**config.mk**
```make
export PLATFORM = sky130hd
export DESIGN_NAME = gate_selftest
export DESIGN_NICKNAME = d
export VERILOG_FILES = /design/src/rtl/gate_selftest.sv
export SDC_FILE = /design/constraint.sdc
export NUM_CORES = 1
export LEC_CHECK = 0
export CAP_MARGIN = 10
export CORE_ASPECT_RATIO = 0.7
export CORE_MARGIN = 2
export CORE_UTILIZATION = 52
export CTS_CLUSTER_SIZE = 24
export DETAILED_ROUTE_END_ITERATION = 10
export HOLD_SLACK_MARGIN = 0.02
export PLACE_DENSITY_LB_ADDON = 0.3
export SLEW_MARGIN = 30
export SYNTH_ARGS = -nofsm -noshare
export SYNTH_HDL_FRONTEND = slang
export SYNTH_SLANG_ARGS = --single-unit
```
**constraint.sdc**
```tcl
create_clock -name clk -period 11.04 [get_ports clk]
set_input_delay 1.104 -clock clk [delete_from_list [all_inputs] [get_ports clk]]
set_output_delay 1.104 -clock clk [all_outputs]
set_load 0.02 [all_outputs]
```
**src/rtl/gate_selftest.sv**
```systemverilog
// gate_selftest: built-in self test for up to eight 2-input gate lanes.
// The block steps a shared stimulus pair {a,b} through 00, 01, 10, 11.
// Each vector is held for SETTLE+1 cycles. On the last cycle of each
// vector it compares every lane against its expected truth-table bit and
// accumulates the mismatches.
//
// Ports:
//   clk, rst_n     clock and asynchronous active-low reset
//   start, abort   begin a run (ignored unless idle) / cancel a run
//   expected       per-lane truth tables; bit g*4+{a,b} is lane g's required output
//   gate_out       observed lane outputs
//   a, b           shared stimulus driven to every lane
//   busy           run in progress
//   done, pass     last run finished / finished with no mismatches
//   err_count      mismatching (lane, vector) samples in the last run
//   fail_mask      bit g*4+v set when lane g mismatched on vector v
module gate_selftest #(
  parameter int N_GATES = 5,
  parameter int SETTLE  = 1
) (
  input  logic                   clk,
  input  logic                   rst_n,
  input  logic                   start,
  input  logic                   abort,
  input  logic [4*N_GATES-1:0]   expected,
  input  logic [N_GATES-1:0]     gate_out,
  output logic                   a,
  output logic                   b,
  output logic                   busy,
  output logic                   done,
  output logic                   pass,
  output logic [5:0]             err_count,
  output logic [4*N_GATES-1:0]   fail_mask
);

  typedef enum logic {IDLE = 1'b0, RUN = 1'b1} state_t;

  localparam logic [3:0] SETTLE_W = 4'(SETTLE);

  state_t                 state_q, state_d;
  logic [1:0]             vec_q, vec_d;
  logic [3:0]             wcnt_q, wcnt_d;
  logic                   done_q, done_d;
  logic                   pass_q, pass_d;
  logic [5:0]             err_q, err_d;
  logic [4*N_GATES-1:0]   fail_q, fail_d;

  logic                   sample_s;
  logic [N_GATES-1:0]     miss_s;
  logic [5:0]             miss_cnt_s;
  logic [6:0]             err_sum_s;
  logic [5:0]             err_sat_s;

  // Count the set bits of a lane-mismatch vector.
  function automatic logic [5:0] popcount(input logic [N_GATES-1:0] v);
    logic [5:0] c;
    c = 6'd0;
    for (int i = 0; i < N_GATES; i++) begin
      c = c + {5'd0, v[i]};
    end
    return c;
  endfunction

  // State register.
  always_ff @(posedge clk or negedge rst_n) begin
    if (!rst_n) begin
      state_q <= IDLE;
    end else begin
      state_q <= state_d;
    end
  end

  // Next-state logic. Abort beats both start and the final sample.
  always_comb begin
    state_d = state_q;
    case (state_q)
      IDLE: begin
        if (start && !abort) begin
          state_d = RUN;
        end else begin
          state_d = IDLE;
        end
      end
      RUN: begin
        if (abort) begin
          state_d = IDLE;
        end else if (sample_s && (vec_q == 2'd3)) begin
          state_d = IDLE;
        end else begin
          state_d = RUN;
        end
      end
      default: state_d = IDLE;
    endcase
  end

  // Output logic. The stimulus is forced to 00 outside a run.
  always_comb begin
    busy = (state_q == RUN);
    if (state_q == RUN) begin
      a = vec_q[1];
      b = vec_q[0];
    end else begin
      a = 1'b0;
      b = 1'b0;
    end
  end

  // Per-lane comparison against the truth-table bit for the current vector.
  always_comb begin
    miss_s = '0;
    for (int g = 0; g < N_GATES; g++) begin
      miss_s[g] = gate_out[g] ^ expected[g*4 + int'(vec_q)];
    end
  end

  assign sample_s   = (state_q == RUN) && (wcnt_q == SETTLE_W);
  assign miss_cnt_s = popcount(miss_s);
  assign err_sum_s  = {1'b0, err_q} + {1'b0, miss_cnt_s};
  // Saturate rather than wrap. This cannot trigger for N_GATES <= 8.
  assign err_sat_s  = err_sum_s[6] ? 6'h3F : err_sum_s[5:0];

  // Datapath next-state: vector/wait sequencing and result accumulation.
  always_comb begin
    vec_d  = vec_q;
    wcnt_d = wcnt_q;
    done_d = done_q;
    pass_d = pass_q;
    err_d  = err_q;
    fail_d = fail_q;
    if (abort) begin
      // Partial err_count/fail_mask stay visible after an abort.
      vec_d  = 2'd0;
      wcnt_d = 4'd0;
      done_d = 1'b0;
      pass_d = 1'b0;
    end else if (state_q == IDLE) begin
      if (start) begin
        vec_d  = 2'd0;
        wcnt_d = 4'd0;
        done_d = 1'b0;
        pass_d = 1'b0;
        err_d  = 6'd0;
        fail_d = '0;
      end else begin
        vec_d  = vec_q;
        wcnt_d = wcnt_q;
      end
    end else if (sample_s) begin
      err_d = err_sat_s;
      for (int g = 0; g < N_GATES; g++) begin
        if (miss_s[g]) begin
          fail_d[g*4 + int'(vec_q)] = 1'b1;
        end else begin
          fail_d[g*4 + int'(vec_q)] = fail_q[g*4 + int'(vec_q)];
        end
      end
      wcnt_d = 4'd0;
      vec_d  = vec_q + 2'd1;
      if (vec_q == 2'd3) begin
        done_d = 1'b1;
        pass_d = (err_sum_s == 7'd0);
      end else begin
        done_d = done_q;
      end
    end else begin
      wcnt_d = wcnt_q + 4'd1;
    end
  end

  // Datapath registers.
  always_ff @(posedge clk or negedge rst_n) begin
    if (!rst_n) begin
      vec_q  <= 2'd0;
      wcnt_q <= 4'd0;
      done_q <= 1'b0;
      pass_q <= 1'b0;
      err_q  <= 6'd0;
      fail_q <= '0;
    end else begin
      vec_q  <= vec_d;
      wcnt_q <= wcnt_d;
      done_q <= done_d;
      pass_q <= pass_d;
      err_q  <= err_d;
      fail_q <= fail_d;
    end
  end

  assign done      = done_q;
  assign pass      = pass_q;
  assign err_count = err_q;
  assign fail_mask = fail_q;

endmodule

```
# --- After elaboration in Yosys (flattened, before gate mapping) ---
# Index checks and enable logic that the tools add are counted.
word_totals:
  ff_bits: 35
  inputBits: 29
  output_inout_bits: 31
  elab_cells: 150
op_classes:
  addsub: 11
  order_cmp: 10
  eq_ne: 5
  mux: 90
  bitwise_logic: 12
  reduce_logical: 15
ops:
  columns: ["operator", "count"]
  rows:
  - ["2-to-1 mux 20 bit", 20]
  - ["bitwise mux 20 bit", 5]
  - ["OR 20 bit", 4]
  - ["binary-select mux 1 bit (select 5 bit)", 8]
  - ["2-to-1 mux 1 bit", 37]
  - ["2-to-1 mux 6 bit", 4]
  - ["demux 1 bit (select 5 bit)", 4]
  - ["OR 20 x 4 -> 20 bit", 1]
  - ["2-to-1 mux 4 bit", 4]
  - ["< comparator 5 x 6 -> 1 bit, second input constant", 2]
  - ["adder 4 x 2 -> 5 bit, first input constant", 2]
  - ["greater-or-equal comparator 5 x 1 -> 1 bit, second input constant", 2]
  - ["logical AND 1 bit", 8]
  - ["2-to-1 mux 2 bit", 4]
  - ["adder 6 x 5 -> 7 bit", 1]
  - ["logical NOT 7 bit", 1]
  - ["adder 5 x 2 -> 6 bit, first input constant", 1]
  - ["greater-or-equal comparator 6 x 1 -> 1 bit, second input constant", 1]
  - ["< comparator 2 x 6 -> 1 bit, second input constant", 1]
  - ["< comparator 4 x 6 -> 1 bit, second input constant", 1]
  - ["< comparator 6 bit, second input constant", 1]
  - ["!= test 3 x 2 -> 1 bit, second input constant", 2]
  - ["AND reduction 3 bit", 2]
  - ["adder 4 x 1 -> 5 bit", 1]
  - ["20 further kinds", 26]

# --- Depth between registers and ports, before layout ---
depth:
  word_depth: 28
  depth_mapped: 13
  mapped_depth_nobuf: 13

# --- Worst setup path before layout ---
# OpenSTA, ideal clock, no wires.
synth_path:
  kind: "input port to flip-flop"
  startpoint: "input port expected[1]"
  endpoint: "register pass_q, in the netlist pass"
  arrival_time_ps: 4446
  setup_slack_ps: 6517
  cell_stages: 13
  path_cell_list: "mux4_1 > xnor2_1 > fa_1 > inv_1 > fa_1 > ha_1 > inv_1 > fa_1 > nor2b_1 > o21ai_1 > xnor2_1 > or4_1 > o21ai_1"
synth_between:
  elab_chain_len: 14
synth_rtl:
  columns: ["item", "line", "source"]
  rows:
  - ["start: declaration", "25", "input logic [4*N_GATES-1:0] expected,"]
  - ["binary-select mux 1 bit (select 5 bit)", "113", "miss_s[g] = gate_out[g] ^ expected[g*4 + int'(vec_q)];"]
  - ["2-to-1 mux 1 bit (not written as such) (2 in series)", "113", null]
  - ["XOR 1 bit", "113", null]
  - ["adder 1 x 1 -> 2 bit", "59", "c = c + {5'd0, v[i]};"]
  - ["adder 2 x 1 -> 3 bit", "59", null]
  - ["adder 3 x 1 -> 4 bit", "59", null]
  - ["adder 4 x 1 -> 5 bit (*)", "59", null]
  - ["adder 6 x 5 -> 7 bit (*)", "119", "assign err_sum_s = {1'b0, err_q} + {1'b0, miss_cnt_s};"]
  - ["logical NOT 7 bit (*)", "162", "pass_d = (err_sum_s == 7'd0);"]
  - ["2-to-1 mux 1 bit (*)", "160", "if (vec_q == 2'd3) begin"]
  - ["2-to-1 mux 1 bit (*)", "149", "end else if (sample_s) begin"]
  - ["2-to-1 mux 1 bit (*)", "137", "end else if (state_q == IDLE) begin"]
  - ["2-to-1 mux 1 bit (*)", "131", "if (abort) begin"]
  - ["end signal: assignment", "184", "pass_q <= pass_d;"]
  - ["end: declaration", "44", "logic pass_q, pass_d;"]
# Mark *: on every way between the ends. The rest lies on a longest branch, timed or not. The select of a mux whose other input is x is not followed.
# A chain may end at the register's enable or synchronous reset.

# --- Final worst setup path ---
# Ends and elaborated chain as after synthesis.

==> impl_metrics.json <==
{
  "syn_avg_cell_area_um2": 10.7,
  "die_w_um": 81.7,
  "die-area_um2": 4770,
  "cts-buffers-inserted": 5,
  "min_period_ps": 4830,
  "fin_crit_sh": 0.437,
  "netlist_top_cells_area": "dfrtp_1 (40%), mux4_1 (9.6%), o21ai_0 (6.4%)",
  "synth_top_area_share": 0.399,
  "path_clk_slew_ps": 60,
  "synth_edf_count": 0,
  "place.gp.congestion": 0.866,
  "finalSetupViolCount": 0,
  "drtIter0Drc": 119,
  "grt_antenna_before_repair": 0,
  "ys_seq_elements": 35,
  "async_flop_share": 1.00,
  "drt_wl_total_um": 5630,
  "port_buffers": 59,
  "post-cts-setup-buffers": 0,
  "grt_pass1_wl_um": 8820,
  "clkPwrFrac": 0.253,
  "static-leakage-power_nw": 1.22,
  "ant_nets": 0,
  "grt_overflow": 0,
  "finalHoldViolations": 0,
  "critPathCaptureType": "flop",
  "ir_worst_vdd_mv": 0.104,
  "path_class": "primary input to flop",
  "fmax_ghz": 0.207,
  "slew_violations": 0,
  "maxCapViolations": 0,
  "cp.required_ps": 11260,
  "hpwl_um": 4150,
  "p_int_uw": 238,
  "ys_types": 41,
  "maxSlewHeadroom": 0.492,
  "firstDrtPassIters": 5,
  "synth.cell_area_um2": 2200,
  "diodes": 0,
  "worst_slew_pin_slew_ps": 762,
  "ctsResizeCount": 0,
  "synth_cells": 205,
  "nets": 308,
  "synth_commonest_cells": "dfrtp_1 (35), o21ai_0 (28), a21oi_1 (26)",
  "hp-class": "flop to flop",
  "syn2layout_area_growth_pct": 32.5,
  "insertion_delay_ps": 290,
  "clock_path_buffers": 2,
  "comb_power_share": 0.329,
  "p_switching_uw": 112,
  "ctsHtreeMaxLevel": 2,
  "status": "finished, final reports clean",
  "ios": 60,
  "initial_core_util": 0.550,
  "num_vias": 1898,
  "power_frac_seq": 0.418,
  "yosysWarnings": 0,
  "syn_nets": 247,
  "multiInputGateArea_um2": 1250,
  "worstSetupStartpointType": "primary input",
  "grt_pass1_vias": 1786,
  "rsz0062_at_grt": "false",
  "wl_per_cell_um": 17.6,
  "power.total_uw": 350,
  "synth_area_leader_cell": "dfrtp_1",
  "fill_cells": 280,
  "cp.arrival_ps": 5040,
  "grt_max_degree": 36,
  "via_per_inst": 5.95,
  "sw_frac_of_total": 0.320,
  "cts_root_buf": "clkbuf_8",
  "ys_seq_area_frac": 0.399,
  "p_per_area_nw_per_um2": 120,
  "cts_tree": "yes",
  "synth_top_flop_cell": "dfrtp_1",
  "finalSetupTns_ps": 0,
  "core_area_um2": 3990,
  "die_h_um": 58.4,
  "yosysMostFrequentCell": "dfrtp_1",
  "cts.sinks": 35,
  "regToRegSetupSlack_ps": 6480,
  "cts_hold_buf": 0,
  "drive_gt1_frac": 0.0787,
  "rows": 19,
  "grt_usage": 0.255,
  "fin_worst_skew_ps": 2.28,
  "worstPathMaxFanout": 3,
  "drcViolationCount": 0,
  "regArea_um2": 876
}
==> worst paths after layout <==
| check | start | to | cells past startpoint |
|---|---|---|---|
| max in group asynchronous | rst_n | fail_mask[4] | 2 |
| worst max-delay path | expected[1] | pass | 14 |
| worst max register to register | vec_q[0] | pass | 13 |
| worst min-delay path | pass | pass | 2 |
| min in group asynchronous | rst_n | done | 2 |
| worst min register to register | pass | pass | 2 |
==> worst max-delay path, cell delays in order <==
cell and delay [ps]:
clkdlybuf4s50_1 420, mux4_1 530, xnor2_1 170, fa_1 510, inv_1 50, fa_1 530
ha_1 170, inv_1 60, fa_1 400, nor2b_1 160, o21ai_1 120, xnor2_1 150
or4_1 530, o21ai_1 130
==> registers in the layout (all words and copies together), names as in the netlist <==
signal	count
err_count	6
vec_q	2
pass	1
done	1
fail_mask	20
wcnt_q	4
busy	1
==> layout by cell type (no fill, tap or decap), types with 2 or more instances in the layout <==
| cell | count |
|---|---|
| clkbuf_8 | 5 |
| fa_1 | 3 |
| nand2_1 | 9 |
| xnor2_1 | 6 |
| ha_1 | 10 |
| mux4_2 | 2 |
| inv_1 | 10 |
| and2_1 | 6 |
| a21o_1 | 2 |
| nor2_1 | 14 |
| nor2b_1 | 3 |
| o21ai_0 | 28 |
| nor3_4 | 2 |
| nand3_1 | 4 |
| o21ai_1 | 3 |
| a22oi_1 | 3 |
| nor3b_2 | 2 |
| clkbuf_1 | 2 |
| mux4_1 | 8 |
| a21oi_1 | 26 |
| nor3b_1 | 2 |
| a22o_1 | 3 |
| xor2_2 | 2 |
| dfrtp_1 | 35 |
| clkdlybuf4s50_1 | 59 |
==> kinds of logic (layout without fill, tap and decap cells) <==
family / count (synthesis) / count (layout) / share of synthesized area
AOI/OAI and AO/OA: 68 / 68 / 0.170
xor gates and xnor gates: 9 / 9 / 0.0427
adders and majority gates: 13 / 13 / 0.0843
buffers and inverters: 16 / 78 / 0.0313
DFF: 35 / 35 / 0.399
muxes: 12 / 12 / 0.126
and+or+nand+nor: 52 / 52 / 0.146
==> metrics by stage <==
| step | std cells | utilization | cell area, µm² | setup WS (ps) | hold slack [ps] |
|---|---|---|---|---|---|
| final | 319 | 0.728 | 2910 | 6210 | 531 |
| after CTS | 319 | 0.728 | 2910 | 6240 | 532 |
| after global routing | 319 | 0.728 | 2910 | 6100 | 556 |
| after detailed placement | 311 | 0.708 | 2830 | 5900 | 515 |
| after floorplan | 205 | - | 2200 | 6520 | 555 |
| after global placement | 311 | 0.708 | 2830 | 6020 | 502 |
==> metal layers <==
| layer | track usage | vias to the layer above | routed length (µm) |
|---|---|---|---|
| met5 | 0 | - | 0 |
| met4 | 0.0786 | 0 | 65 |
| met3 | 0.0951 | 6 | 538 |
| met2 | 0.375 | 105 | 2500 |
| met1 | 0.357 | 915 | 2520 |
| li1 | - | 872 | - |
==> cell type report <==
type                       instances  area share
clock buffer                       7      0.0262
clock inverter                     1     0.00172
inverter                          10      0.0129
multi-input combinational        154       0.430
sequential                        35       0.301
tap                               52      0.0224
timing repair buffer              60       0.206
==> power by group through the flow <==
stage	clock network, mW	logic (mW)	registers, mW
4_1_cts	0.0892	0.115	0.146
3_3_place_gp	0	0.111	0.148
6_report	0.0887	0.115	0.146
2_1_floorplan	0	0.0598	0.156
5_1_grt	0.0957	0.125	0.147
3_5_place_dp	0	0.114	0.148
(Power assumes the default switching activity.)
==> RTL change: new RTL, config.mk and constraints unchanged <==
`N_GATES`: 5 -> 4.
--- a/src/rtl/gate_selftest.sv
+++ b/src/rtl/gate_selftest.sv
@@ -15,7 +15,7 @@
 //   err_count      mismatching (lane, vector) samples in the last run
 //   fail_mask      bit g*4+v set when lane g mismatched on vector v
 module gate_selftest #(
-  parameter int N_GATES = 5,
+  parameter int N_GATES = 4,
   parameter int SETTLE  = 1
 ) (
   input  logic                   clk,
Interface: changed (resized expected, fail_mask and gate_out); port bits go from 60 to 51. No check against the original RTL was run, so the function may have changed too.
==> RTL change against the unedited design <==
Die area down 10%; first-iteration DRC count up 100%; power down 6.3%; sequential cell count down 4; critical path depth down 3; worst setup slack better by 770 ps; routed wire length down 15%; synthesized area down 11%; count of clock-buffer cells in the layout down 1; final area down 11%; critical path type unchanged; global-route usage down 1.3 points; synthesized cell count down 11%.
==> RTL change: results (changes against the unedited design) <==
Worst setup path
  – FF-to-FF path depth: 10 (-3)
  – Crit Path Max Fanout: 4 (+1)
  – R2R Path Start: vec_q[0]
  – Reg2Reg Setup Slack: 7290 ps (+810 ps)
  – CP arrival: 4270 ps (-770 ps)
  – RR Endpoint: pass

CTS
  – H-Tree Depth: 2 (unchanged)
  – Root Buffer: clkbuf_8
  – Skew-Pair Late Insertion Delay: 290 ps (about the same)
  – Post-CTS Setup Bufs: 0 (unchanged)
  – PostCTS Resize Cnt: 0 (unchanged)
  – CTS Buffer Depth: 2 (unchanged)
  – Total CTS buffers: 5 (unchanged)
  – Clock Pin Slew Worst Setup and Hold Paths: ~70 ps

Min path
  – Hold path depth: 2 (unchanged)
  – Hold EP: pass
  – Min-delay src: pass
  – HP Class: reg2reg

Synthesis
  – Distinct cells, synth: 43 (+4.9%)
  – Syn Nets: 216 (-13%)
  – Avg Inst Size Synth: 10.8 µm² (+0.57%)
  – Synth Area in Compound Gates: 19.0% (+1.9 points)
  – Synth area leaders: dfrtp_1 (40%), a311oi_1 (7.1%), mux4_1 (6.7%)
  – Register area share after synthesis: 39.6% (-0.32 points)
  – Synth warn: 0 (unchanged)
  – Async SR Flop Fraction: 100% (unchanged)
  – Synth cell count leaders: dfrtp_1 (31), a21oi_1 (23), a311oi_1 (16), nor2_1 (16), inv_1 (10)
  – Adder-Cell Fraction of Synth Area: 7.53% (-0.90 points)
  – Mux contribution to synthesized area: 11.7% (-0.85 points)
  – Post-synthesis xor/xnor area fraction: 4.72% (+0.45 points)

Place
  – Post-DP HPWL: 3470 µm (-16%)
  – Placed insts: 270 (-13%)
  – GPL Wtd Cong: 0.815 (-5.9%)
  – # port buffers: 50 (-15%)
  – Post-DP Area: 0.00248 mm² (-12%)

Final layout
  – Layout Cells excl Fill: 278 (-13%)
  – Largest register FFs: 16 (-20%)
  – Diodes inserted: 0 (unchanged)
  – # nets final: 261 (-15%)
  – Layout cell share with drive strength beyond 1: 11.0% (+3.1 points)

Global routing
  – Initial antenna violation count: 0 (unchanged)
  – Gr usage total: 24.1% (-1.3 points)
  – Largest net degree at the start of global routing: 32 (-11%)
  – First-pass GRT wire length: 8050 µm (-8.8%)

Power and ir drop
  – Worst VDD drop: 0.109 mV (+4.7%)
  – Leakage power figure: 1.01 nW (-17%)

STA
  – Max Clock Skew: 5.84 ps (+3.56 ps)
  – Slew Limit Headroom: 47.8% (-1.4 points)

Outcome
  – Status: completed

Detailed routing
  – TritonRoute pass-1 iters: 4 (-1)
  – Avg WL per Cell: 17.2 µm (-2.4%)
  – Via count: 1638 (-14%)
  – Iter 0 DRT Violations: 240 (+100%)
## RTL change: cell types whose count changed in the layout (fill, tap and decap cells not counted), sizes merged, moves of 4 or more
cell,unedited run,this run
a311oi,0,16
clkdlybuf4s50,59,50
dfrtp,35,31
nand2,9,2
nor2,14,18
o21ai,31,5
## RTL change: worst max-delay path by stage
stage,slack [ps],cells after the start,end,startpoint
final,6990,11,pass,expected[10]
after CTS,6980,11,pass,expected[8]
after global routing,6810,11,pass,expected[9]
after floorplan,7260,10,pass,expected[9]
after detailed placement,6630,11,pass,expected[8]
after global placement,6780,11,pass,expected[9]
## RTL change: worst max-delay path: stages
cell and delay (ps):
clkdlybuf4s50_1 400, mux4_1 510, xnor2_1 180, fa_1 520, inv_1 50, fa_1 400, fa_1 450, nand3_1 150
mux2i_1 250, nand4_1 110, o21ai_0 140
## RTL change: final cells by class
class | instances | area, µm²
multi-input cells | 127 | 1090
fillers | 276 | 962
flip-flops and latches | 31 | 776
repair buffers | 52 | 515
clock buffers | 6 | 82.6
well taps | 50 | 62.6
inverters | 10 | 37.5
clock inverters | 2 | 35.0
## RTL change: cells by family after synthesis
logic type / after synthesis
buf+inv: 24
simple gates: 42
fa+ha+maj: 10
compound gates: 56
flops: 31
mux: 11
xor+xnor: 8
## RTL change: stage by stage
step / hold slack, ps / worst slack, ps / power [W] / utilization (%)
CTS: 545 / 6980 / 0.000330 / 72.9
detailed placement: 528 / 6630 / 0.000211 / 69.6
finish: 533 / 6990 / 0.000328 / 73.0
global placement: 518 / 6780 / 0.000208 / 69.6
floorplan: 555 / 7260 / 0.000177 / -
global route: 588 / 6810 / 0.000345 / 73.0
## RTL change: power by group
group | leakage, nW | switching (W) | internal, W
Clock | 0.0612 | 0.0000448 | 0.0000730
Combinational | 0.528 | 0.0000431 | 0.0000403
Sequential | 0.422 | 0.00000706 | 0.000120
## RTL change: per-layer routing
metal | part of all wire, % | track usage, %
met1 | 43 | 32.4
met2 | 48 | 37.1
met4 | 1.1 | 8.42
met5 | 0 | 0
met3 | 7.4 | 7.68
